$ cat config.mk
export PLATFORM = sky130hd
export DESIGN_NAME = wm_dispatch
export DESIGN_NICKNAME = d
export VERILOG_FILES = /design/src/rtl/wm_pkg.sv /design/src/rtl/wm_res_fifo.sv /design/src/rtl/wm_dispatch.sv
export SDC_FILE = /design/constraint.sdc
export NUM_CORES = 1
export LEC_CHECK = 0
export ABC_CLOCK_PERIOD_IN_PS = 3400
export CORE_AREA = 2 2 345 347
export CTS_CLUSTER_SIZE = 20
export DETAILED_ROUTE_END_ITERATION = 12
export DIE_AREA = 0 0 347 349
export GPL_TIMING_DRIVEN = 1
export PLACE_DENSITY = 0.54
export SLEW_MARGIN = 10
export SYNTH_ARGS = -nofsm -noshare
export SYNTH_HDL_FRONTEND = slang
export SYNTH_SLANG_ARGS = --single-unit
$ cat constraint.sdc
create_clock -name clk -period 3.4 [get_ports clk]
set_input_delay 0.34 -clock clk [delete_from_list [all_inputs] [get_ports clk]]
set_output_delay 0.34 -clock clk [all_outputs]
set_load 0.05 [all_outputs]
$ cat src/rtl/wm_pkg.sv
// Shared definitions for the Wu-Manber dispatcher and its workers.
//   slot_state_e : per-worker slot state
//   wm_res_t     : result record {tag, match, timeout} at the default tag width
//   rr_first     : round-robin search for the first set request at/after a pointer
package wm_pkg;

  localparam int unsigned WM_DATA_W    = 160;
  localparam int unsigned WM_TAG_W     = 8;
  localparam int unsigned WM_MAX_SLOTS = 16;
  localparam int unsigned WM_SLOT_IW   = $clog2(WM_MAX_SLOTS);

  typedef enum logic [1:0] {
    IDLE = 2'd0,
    BUSY = 2'd1,
    PEND = 2'd2
  } slot_state_e;

  typedef struct packed {
    logic [WM_TAG_W-1:0] tag;
    logic                match;
    logic                timeout;
  } wm_res_t;

  // Index of the first set bit of req[n-1:0] at or after ptr, wrapping; -1 if none.
  function automatic int rr_first(input logic [WM_MAX_SLOTS-1:0] req,
                                  input int unsigned n,
                                  input int unsigned ptr);
    int sel;
    sel = -1;
    for (int unsigned k = 0; k < WM_MAX_SLOTS; k++) begin
      if (k < n) begin
        int unsigned idx;
        idx = (ptr + k) % n;
        if (sel < 0 && req[idx[WM_SLOT_IW-1:0]]) sel = int'(idx);
      end
    end
    return sel;
  endfunction

endpackage

$ cat src/rtl/wm_res_fifo.sv
// First-word-fall-through result FIFO, DEPTH a power of 2 (>= 2).
//   clk_i, rst_ni      : clock, async active-low reset
//   push_i, wdata_i    : write request/data (accepted when not full, or when popping)
//   pop_i, rdata_o     : read request / head entry
//   full_o, empty_o    : status
module wm_res_fifo
#(
  parameter int unsigned W     = 10,
  parameter int unsigned DEPTH = 4
) (
  input  logic         clk_i,
  input  logic         rst_ni,
  input  logic         push_i,
  input  logic [W-1:0] wdata_i,
  input  logic         pop_i,
  output logic [W-1:0] rdata_o,
  output logic         full_o,
  output logic         empty_o
);

  localparam int unsigned AW = (DEPTH > 1) ? $clog2(DEPTH) : 1;

  logic [W-1:0] mem_q [DEPTH];
  logic [AW:0]  wptr_q, wptr_d, rptr_q, rptr_d;
  logic         do_push, do_pop;

  assign empty_o = (wptr_q == rptr_q);
  assign full_o  = (wptr_q[AW] != rptr_q[AW]) && (wptr_q[AW-1:0] == rptr_q[AW-1:0]);
  assign do_pop  = pop_i && !empty_o;
  // A pop in the same cycle frees the slot being written, so a full FIFO may still accept.
  assign do_push = push_i && (!full_o || do_pop);
  assign rdata_o = mem_q[rptr_q[AW-1:0]];

  always_comb begin
    wptr_d = wptr_q;
    rptr_d = rptr_q;
    if (do_push) wptr_d = wptr_q + {{AW{1'b0}}, 1'b1};
    if (do_pop)  rptr_d = rptr_q + {{AW{1'b0}}, 1'b1};
  end

  always_ff @(posedge clk_i or negedge rst_ni) begin
    if (!rst_ni) begin
      wptr_q <= '0;
      rptr_q <= '0;
    end else begin
      wptr_q <= wptr_d;
      rptr_q <= rptr_d;
    end
  end

  always_ff @(posedge clk_i) begin
    if (do_push) mem_q[wptr_q[AW-1:0]] <= wdata_i;
  end

endmodule

$ cat src/rtl/wm_dispatch.sv
// Work dispatcher for the Wu-Manber search array.
//   in_valid/in_ready/in_data/in_tag : tagged payload windows from the front end
//   wk_din/wk_start                  : per-worker window and one-cycle start pulse
//   wk_done/wk_match                 : per-worker completion and match flag
//   res_valid/res_ready/res_*        : tagged results, in collection order
//   stat_pkts/stat_matches           : accepted windows / popped matching results
// rst is asynchronous, active-low.
module wm_dispatch
  import wm_pkg::*;
#(
  parameter int unsigned NUM_WORKERS = 4,
  parameter int unsigned DATA_W      = WM_DATA_W,
  parameter int unsigned TAG_W       = WM_TAG_W,
  parameter int unsigned RES_DEPTH   = 4,
  parameter int unsigned TIMEOUT     = 255
) (
  input  logic                          clk,
  input  logic                          rst,
  input  logic                          in_valid,
  output logic                          in_ready,
  input  logic [DATA_W-1:0]             in_data,
  input  logic [TAG_W-1:0]              in_tag,
  output logic [NUM_WORKERS*DATA_W-1:0] wk_din,
  output logic [NUM_WORKERS-1:0]        wk_start,
  input  logic [NUM_WORKERS-1:0]        wk_done,
  input  logic [NUM_WORKERS-1:0]        wk_match,
  output logic                          res_valid,
  input  logic                          res_ready,
  output logic [TAG_W-1:0]              res_tag,
  output logic                          res_match,
  output logic                          res_timeout,
  output logic [31:0]                   stat_pkts,
  output logic [31:0]                   stat_matches
);

  localparam int unsigned CW = (TIMEOUT > 0) ? $clog2(TIMEOUT + 1) : 1;
  localparam int unsigned PW = (NUM_WORKERS > 1) ? $clog2(NUM_WORKERS) : 1;
  localparam int unsigned RW = TAG_W + 2;

  slot_state_e                   state_q [NUM_WORKERS];
  slot_state_e                   state_d [NUM_WORKERS];
  logic [TAG_W-1:0]              tag_q   [NUM_WORKERS];
  logic [TAG_W-1:0]              tag_d   [NUM_WORKERS];
  logic [CW-1:0]                 cnt_q   [NUM_WORKERS];
  logic [CW-1:0]                 cnt_d   [NUM_WORKERS];
  logic [NUM_WORKERS-1:0]        match_q, match_d, to_q, to_d, start_q, start_d;
  logic [NUM_WORKERS*DATA_W-1:0] din_q, din_d;
  logic [PW-1:0]                 disp_ptr_q, disp_ptr_d, col_ptr_q, col_ptr_d;
  logic [31:0]                   pkts_q, pkts_d, matches_q, matches_d;

  logic [WM_MAX_SLOTS-1:0] idle_vec, pend_vec;
  int                      grant, pick;
  logic                    accept, pop, push, fifo_full, fifo_empty;
  logic [RW-1:0]           push_data, head;

  always_comb begin
    idle_vec = '0;
    pend_vec = '0;
    for (int unsigned i = 0; i < NUM_WORKERS; i++) begin
      idle_vec[i] = (state_q[i] == IDLE);
      pend_vec[i] = (state_q[i] == PEND);
    end
  end

  assign in_ready = rst && (|idle_vec);
  assign accept   = in_valid && in_ready;
  assign grant    = rr_first(idle_vec, NUM_WORKERS, 32'(disp_ptr_q));
  assign pick     = rr_first(pend_vec, NUM_WORKERS, 32'(col_ptr_q));
  assign pop      = res_valid && res_ready;
  assign push     = (pick >= 0) && (!fifo_full || pop);

  always_comb begin
    state_d    = state_q;
    tag_d      = tag_q;
    cnt_d      = cnt_q;
    match_d    = match_q;
    to_d       = to_q;
    din_d      = din_q;
    start_d    = '0;
    disp_ptr_d = disp_ptr_q;
    col_ptr_d  = col_ptr_q;
    pkts_d     = pkts_q;
    matches_d  = matches_q;
    push_data  = '0;

    for (int unsigned i = 0; i < NUM_WORKERS; i++) begin
      case (state_q[i])
        IDLE: if (accept && grant == int'(i)) begin
          state_d[i]                  = BUSY;
          tag_d[i]                    = in_tag;
          din_d[i*DATA_W +: DATA_W]   = in_data;
          start_d[i]                  = 1'b1;
          cnt_d[i]                    = '0;
        end
        BUSY: begin
          // Done takes priority over a timeout expiring on the same edge.
          if (wk_done[i]) begin
            state_d[i] = PEND;
            match_d[i] = wk_match[i];
            to_d[i]    = 1'b0;
          end else if (cnt_q[i] == CW'(TIMEOUT)) begin
            state_d[i] = PEND;
            match_d[i] = 1'b0;
            to_d[i]    = 1'b1;
          end else begin
            cnt_d[i] = cnt_q[i] + CW'(1);
          end
        end
        PEND: if (push && pick == int'(i)) begin
          state_d[i] = IDLE;
          push_data  = {tag_q[i], match_q[i], to_q[i]};
        end
        default: state_d[i] = IDLE;
      endcase
    end

    if (accept) begin
      disp_ptr_d = PW'((grant + 1) % int'(NUM_WORKERS));
      pkts_d     = pkts_q + 32'd1;
    end
    if (push) col_ptr_d = PW'((pick + 1) % int'(NUM_WORKERS));
    if (pop && head[1]) matches_d = matches_q + 32'd1;
  end

  always_ff @(posedge clk or negedge rst) begin
    if (!rst) begin
      for (int unsigned i = 0; i < NUM_WORKERS; i++) begin
        state_q[i] <= IDLE;
        tag_q[i]   <= '0;
        cnt_q[i]   <= '0;
      end
      match_q    <= '0;
      to_q       <= '0;
      start_q    <= '0;
      din_q      <= '0;
      disp_ptr_q <= '0;
      col_ptr_q  <= '0;
      pkts_q     <= '0;
      matches_q  <= '0;
    end else begin
      state_q    <= state_d;
      tag_q      <= tag_d;
      cnt_q      <= cnt_d;
      match_q    <= match_d;
      to_q       <= to_d;
      start_q    <= start_d;
      din_q      <= din_d;
      disp_ptr_q <= disp_ptr_d;
      col_ptr_q  <= col_ptr_d;
      pkts_q     <= pkts_d;
      matches_q  <= matches_d;
    end
  end

  wm_res_fifo #(
    .W     (RW),
    .DEPTH (RES_DEPTH)
  ) u_res_fifo (
    .clk_i   (clk),
    .rst_ni  (rst),
    .push_i  (push),
    .wdata_i (push_data),
    .pop_i   (pop),
    .rdata_o (head),
    .full_o  (fifo_full),
    .empty_o (fifo_empty)
  );

  assign wk_din       = din_q;
  assign wk_start     = start_q;
  assign res_valid    = !fifo_empty;
  // FIFO storage is not reset; gate the head so outputs read zero while empty.
  assign res_tag      = res_valid ? head[RW-1:2] : '0;
  assign res_match    = res_valid && head[1];
  assign res_timeout  = res_valid && head[0];
  assign stat_pkts    = pkts_q;
  assign stat_matches = matches_q;

endmodule

# Word-level counts from Yosys, hierarchy flattened
# Memory sizes are Yosys's and may differ from the RTL's.
# Cells that the tools add are included.
# Widths: inputs -> output; s select.
# word_totals
mem_count	1
rom_bits	0
ramBits	40
register_bits	798
output_inout_bits	720
latchBits	0
elab_cells	258
in_bits	180
# mem_list
memory	words	width	read_ports	rd_clocked_by_memory_dff	wr	line	source
u_res_fifo.mem_q	4	10	1	0	1	wm_res_fifo.sv:23	logic [W-1:0] mem_q [DEPTH];
# classes
muxes	95
div_mod_pow	0
reduce_logical	59
shifts	0
add_sub_neg	16
n_bitwise	0
mul	0
n_eq_ne	41
order_cmp	15
# ops
cell	n
$mux 32	8
$lt 32x1->1 const B	6
$eq 32x3->1 const B	4
$mux 8	13
$mux 10	8
$add 32x1->32 const B	2
$eq 32x2->1 const B	2
$logic_not 32->1	2
$pmux 8 s2	4
$lt 2x5->1 const B	8
$mux 1	34
$add 8x1->8 const B	4
$eq 8x8->1 const B	4
$ge 32x1->1 const B	1
$mux 2	16
$logic_and 1x1->1	24
$pmux 2 s3	4
$bmux 1 s2	8
$ne 2x1->1 const B	8
$ne 2x2->1 const B	8
$reduce_and 2->1	8
$reduce_and 4->1	4
$reduce_bool 2->1	8
$add 2x2->2 const B	6
13 further kinds	32

# Logic depth before layout (Yosys ltp)
# logic_depth
depth_word	24
ltp_mapped	13
mapped_depth_nobuf	11

# By module
# From an unflattened synthesis, not the netlist that was laid out.
# hier_totals
cells_unflattened	3546
hier_area_um2	33004.2
# by_module_without_submodules
mod	area_each_um2	n_inst	cells_per_inst	seq_area_each_um2
wm_dispatch	31111.1	1	3445	19819.0
wm_res_fifo	1893.1	1	101	1351.3

# Worst setup path after synthesis
# Ideal clock, no wire load.
# synth_path
path_type	register -> register
from	register state_q[3] (netlist name)
to	memory u_res_fifo.mem_q[0][0], data pin
t_arrival_ps	2509
setup_ps	179
n_path_buf	1
stages_incl_launch_ff	10
period_less_slack_ps	2689
setup_slack_ps	711
t_required_ps	3221
cell_sequence	dfrtp_1 > nor2b_1 > or4_1 > nand2_1 > ha_1 > and3b_1 > clkbuf_1 > a221oi_1 > or3_1 > a21oi_1
# synth_via
elab_chain_len	24
elab_cells_between_ends	37
classes_between	4 x order compare; 4 x eq/ne; 20 x mux; 9 x reduce/logical
# synth_rtl
element	line	source
start, declared	wm_dispatch.sv:40	slot_state_e state_q [NUM_WORKERS];
start signal, assigned	wm_dispatch.sv:141	state_q <= state_d;
$eq 2x2->1 *	wm_dispatch.sv:61, wm_dispatch.sv:87	
$bmux 1 s2	wm_pkg.sv:34	if (sel < 0 && req[idx[WM_SLOT_IW-1:0]]) sel = int'(idx);
$mux 1 (implied by the code)	wm_pkg.sv:34	
$mux 32	wm_pkg.sv:34	
$lt 32x1->1	wm_pkg.sv:34	
$logic_and 1x1->1	wm_pkg.sv:34	
$mux 32	wm_pkg.sv:34	
$lt 32x1->1	wm_pkg.sv:34	
(+9 left out)	n/a	
$mux 10	wm_dispatch.sv:87	case (state_q[i])
$mux 10	wm_dispatch.sv:109	PEND: if (push && pick == int'(i)) begin
$mux 10	wm_dispatch.sv:87	
$mux 10	wm_dispatch.sv:109	
$mux 10	wm_dispatch.sv:87	
$mux 10	wm_dispatch.sv:109	
$mux 10 *	wm_dispatch.sv:87	
via push_data[0]	wm_dispatch.sv:54	logic [RW-1:0] push_data, head;
end, declared	wm_res_fifo.sv:23	
# Mark *: on every way through the listed nets, which the timed path passes. The rest lies on a longest branch. The select of a mux whose other input is x is not followed.

# Worst setup path after layout
# layout_path
from	register u_res_fifo.rptr_q[0]
to	output port res_match
# layout_via
elab_chain_len	3
elab_cells_between_ends	4
classes_between	1 x eq/ne; 2 x reduce/logical; 1 x memory
# layout_rtl
element	line	source
start, declared	wm_res_fifo.sv:24	logic [AW:0] wptr_q, wptr_d, rptr_q, rptr_d;
start signal, assigned	wm_res_fifo.sv:47	rptr_q <= rptr_d;
parallel branches: the longest is 2 deep, another holds $mem_v2 4x10	n/a	
$logic_and 1x1->1 *	wm_dispatch.sv:174	assign res_match = res_valid && head[1];
end, declared	wm_dispatch.sv:30	output logic res_match,
# Every way passes the cells marked *.

==> flow_metrics.py <==
metrics = {
    "drt": {
        "ant_nets": 0,
        "dr_total_vias": 27280,
        "vias_per_cell": 4.486,
        "drt-initial-drc-count": 1989,
        "drc": 0,
        "drt-total-wl_um": 124800,
        "wl_per_cell_um": 20.52,
        "detail_route.first_pass.iterations": 5,
    },
    "yosys": {
        "syn_area_mm2": 0.03298,
        "synth_fp_nets": 3761,
        "synth_cell_types": 57,
        "syn_inst": 3562,
        "yosys.area.top_type_share": 0.6056,
        "yosysTopAreaCell": "dfrtp_1",
        "syn_avg_cell_area_um2": 9.258,
        "ys_seq_area_frac": 0.6420,
        "synthArstFlopShare": 0.9523,
        "synth_seq_cells": 838,
        "synth_enable_flop_cells": 40,
        "synthFlopType": "dfrtp_1",
        "synth.area.top_cells": "dfrtp_1 (61%), nand2_1 (24%), edfxtp_1 (3.6%)",
        "ys.warnings.count": 0,
    },
    "worst_setup_path": {
        "required_ns": 3.06,
        "max_stage_delay_ns": 0.86,
        "crit_family": "buffers and inverters",
        "crit_chain": "xor2_1, o31a_1, clkdlybuf4s50_1",
        "worstPathArrival_ns": 2.76,
        "path_buf_inv": 1,
        "slowest_stage": "clkdlybuf4s50_1",
        "cp-end-kind": "output port",
        "start_kind": "flip-flop",
        "cp_max_fo": 6,
        "critPathKind": "reg2out",
    },
    "die": {
        "die_y_um": 349,
        "die-width_um": 347,
        "io_pins": 900,
        "die-area_mm2": 0.1211,
        "core_area_mm2": 0.1175,
        "rows": 126,
        "initial_core_util": 0.2808,
    },
    "finish": {
        "nets": 4653,
        "final_cell_mix": "nand2_1 (2087), clkdlybuf4s50_1 (887), dfrtp_1 (798), clkbuf_16 (99), nor2_1 (66)",
        "layout_commonest_cell": "nand2_1",
        "fill_cells": 11670,
        "layout-drive-gt1-share": 0.05399,
        "area_delta_synth_final_pct": 43.41,
    },
    "timing": {
        "finalCriticalPeriod_ns": 3.098,
        "relSlewSlack": 0.3122,
        "final_max_slew_viol_count": 0,
        "tightest_slew_ns": 1.032,
        "rsz0062_at_grt": "no",
        "fmax_ghz": 0.3228,
        "hold_viol_final": 0,
        "finClkSkew_ns": 0.01606,
        "setup_viol": 0,
        "tns_ns": 0,
        "whs_ns": 0.1459,
        "finalCritPeriodShare": 0.9110,
    },
    "min_path": {
        "hold_class": "in2async",
    },
    "global_route": {
        "grt_overflow": 0,
        "grt_pass1_vias": 27180,
        "grt_usage": 0.2012,
        "antenna_found_initial": 9,
        "grt_pass1_wl_um": 183700,
        "grt_max_degree": 167,
    },
    "clocking": {
        "numCtsBuffers": 98,
        "clockBufferDepth": 3,
        "worst_skew_pair.late_latency_ns": 0.67,
        "h-tree-depth": 3,
        "cts_root_buf": "clkbuf_16",
        "cts_tree": "done",
        "cts.clk_slew.worst_paths_ns": 0.06,
        "clkSinkCount": 838,
    },
    "place": {
        "place_hpwl_um": 86380,
        "port_buffers": 899,
        "gp_congestion": 0.8306,
    },
    "power_and_ir_drop": {
        "pwr_density_cell_mw_per_mm2": 1204,
        "vdd_ir_drop_max_mv": 0.6326,
        "leakage_nw": 23.00,
    },
    "outcome": {
        "status": "completed",
    },
    "flow_run": {
        "cap_violations": 0,
    },
}
[flip-flops by register name (all words and copies together) (netlist names)]
name               count
stat_pkts             32
match_q                4
tag_q                 32
cnt_q                 32
u_res_fifo.mem_q      40
to_q                   4
stat_matches          32
u_res_fifo.wptr_q      3
col_ptr_q              2
u_res_fifo.rptr_q      3
disp_ptr_q             2
state_q                8
wk_start               4
wk_din               640
[report_power, final]
group | internal [mW] | total (mW) | leakage [nW] | switching (mW)
logic | 8.83 | 29.9 | 10.8 | 21.1
clock network | 6.21 | 10.6 | 1.60 | 4.40
registers | 14.2 | 16.4 | 10.6 | 2.22
total | 29.2 | 57.0 | 23.0 | 27.7
[cell usage after synthesis, drive strengths merged (2+ instances only)]
cell / instances
o31ai: 3
nand3: 33
buf: 77
or3: 13
a21o: 3
nor4: 6
o21a: 2
and2: 25
nor3: 18
edfxtp: 40
nand4: 19
mux2: 6
a221oi: 10
o311ai: 2
dfrtp: 798
ha: 19
nor2: 66
nor2b: 6
xor2: 28
clkbuf: 88
mux4: 10
xnor2: 57
inv: 21
o21ai: 28
nand2b: 6
and3: 22
and2b: 2
o41a: 2
and4: 7
nand2: 2087
o311a: 2
a32o: 3
mux2i: 2
nand3b: 2
a21oi: 35
[cell type report]
cell class / instances / area, um2 / area share
timing repair buffer: 957 / 9768 / 0.2065
inverter: 21 / 98.84 / 0.002090
clock buffer: 156 / 2962 / 0.06262
clock inverter: 28 / 280.3 / 0.005926
multi-input combinational: 2538 / 11070 / 0.2342
antenna: 7 / 17.52 / 0.0003704
tap: 1536 / 1922 / 0.04064
sequential: 838 / 21170 / 0.4476
[path summary, 6_finish.rpt]
kind                                                  start                               end  slack, ns  depth (start not counted)
setup reg to reg                     state_q[6]$_DFFE_PN0P_  u_res_fifo.mem_q[1][5]$_DFFE_PP_       0.31                         11
hold reg to reg                     wk_din[148]$_DFFE_PN0P_           wk_din[148]$_DFFE_PN0P_       0.47                          2
min in group clk                                in_data[85]           wk_din[565]$_DFFE_PN0P_       0.29                          3
max in group asynchronous                               rst           wk_din[367]$_DFFE_PN0P_       1.63                          4
hold / removal                                          rst              cnt_q[3]$_DFFE_PN0P_       0.15                          2
setup / recovery           u_res_fifo.rptr_q[0]$_DFFE_PN0P_                         res_match       0.30                          3
[through the flow]
step | util | instances | instance area [um2] | setup WS (ns) | total power [mW]
finish | 0.4027 | 6081 | 47290 | 0.3025 | 56.95
CTS | 0.4025 | 6074 | 47270 | 0.1010 | 57.59
detailed placement | 0.3749 | 5889 | 44030 | 0.3165 | 46.79
global route | 0.4026 | 6080 | 47290 | 0.01621 | 59.84
global placement | 0.3749 | 5889 | 44030 | 0.3465 | 46.53
floorplan | - | 3562 | 32980 | 0.7112 | 34.98
[what timing repair did]
| item | CTS | global route |
|---|---|---|
| cloned | 0 | 0 |
| pin swaps | 0 | 0 |
| hold endpoints to repair | 102 | 0 |
| setup buffers | 0 | 0 |
| hold buffers | 1 | 0 |
| endpoints found under the setup margin | 9 | 17 |
| resized for setup | 9 | 2 |
[layer usage]
layer / share of wire / GRT usage / wire length (um) / vias up
met2: 0.50 / 0.3423 / 62160 / 793
met5: 0.00016 / 0 / 20 / -
li1: - / - / - / 12920
met4: 0.038 / 0.08536 / 4766 / 2
met3: 0.063 / 0.05019 / 7904 / 205
met1: 0.40 / 0.2420 / 49910 / 13360
[kinds of logic (layout without fill, tap and decap cells)]
| group | after synthesis | count (layout) | share of synthesized area |
|---|---|---|---|
| other cells | 0 | 7 | 0 |
| mux | 18 | 18 | 0.009486 |
| buf+inv | 186 | 1162 | 0.02379 |
| flops | 838 | 838 | 0.6420 |
| xor+xnor | 85 | 85 | 0.02258 |
| fa+ha+maj | 19 | 19 | 0.007209 |
| compound gates | 98 | 98 | 0.01897 |
| simple gates | 2318 | 2318 | 0.2760 |
Note: power is estimated with default switching activity, not from simulation.
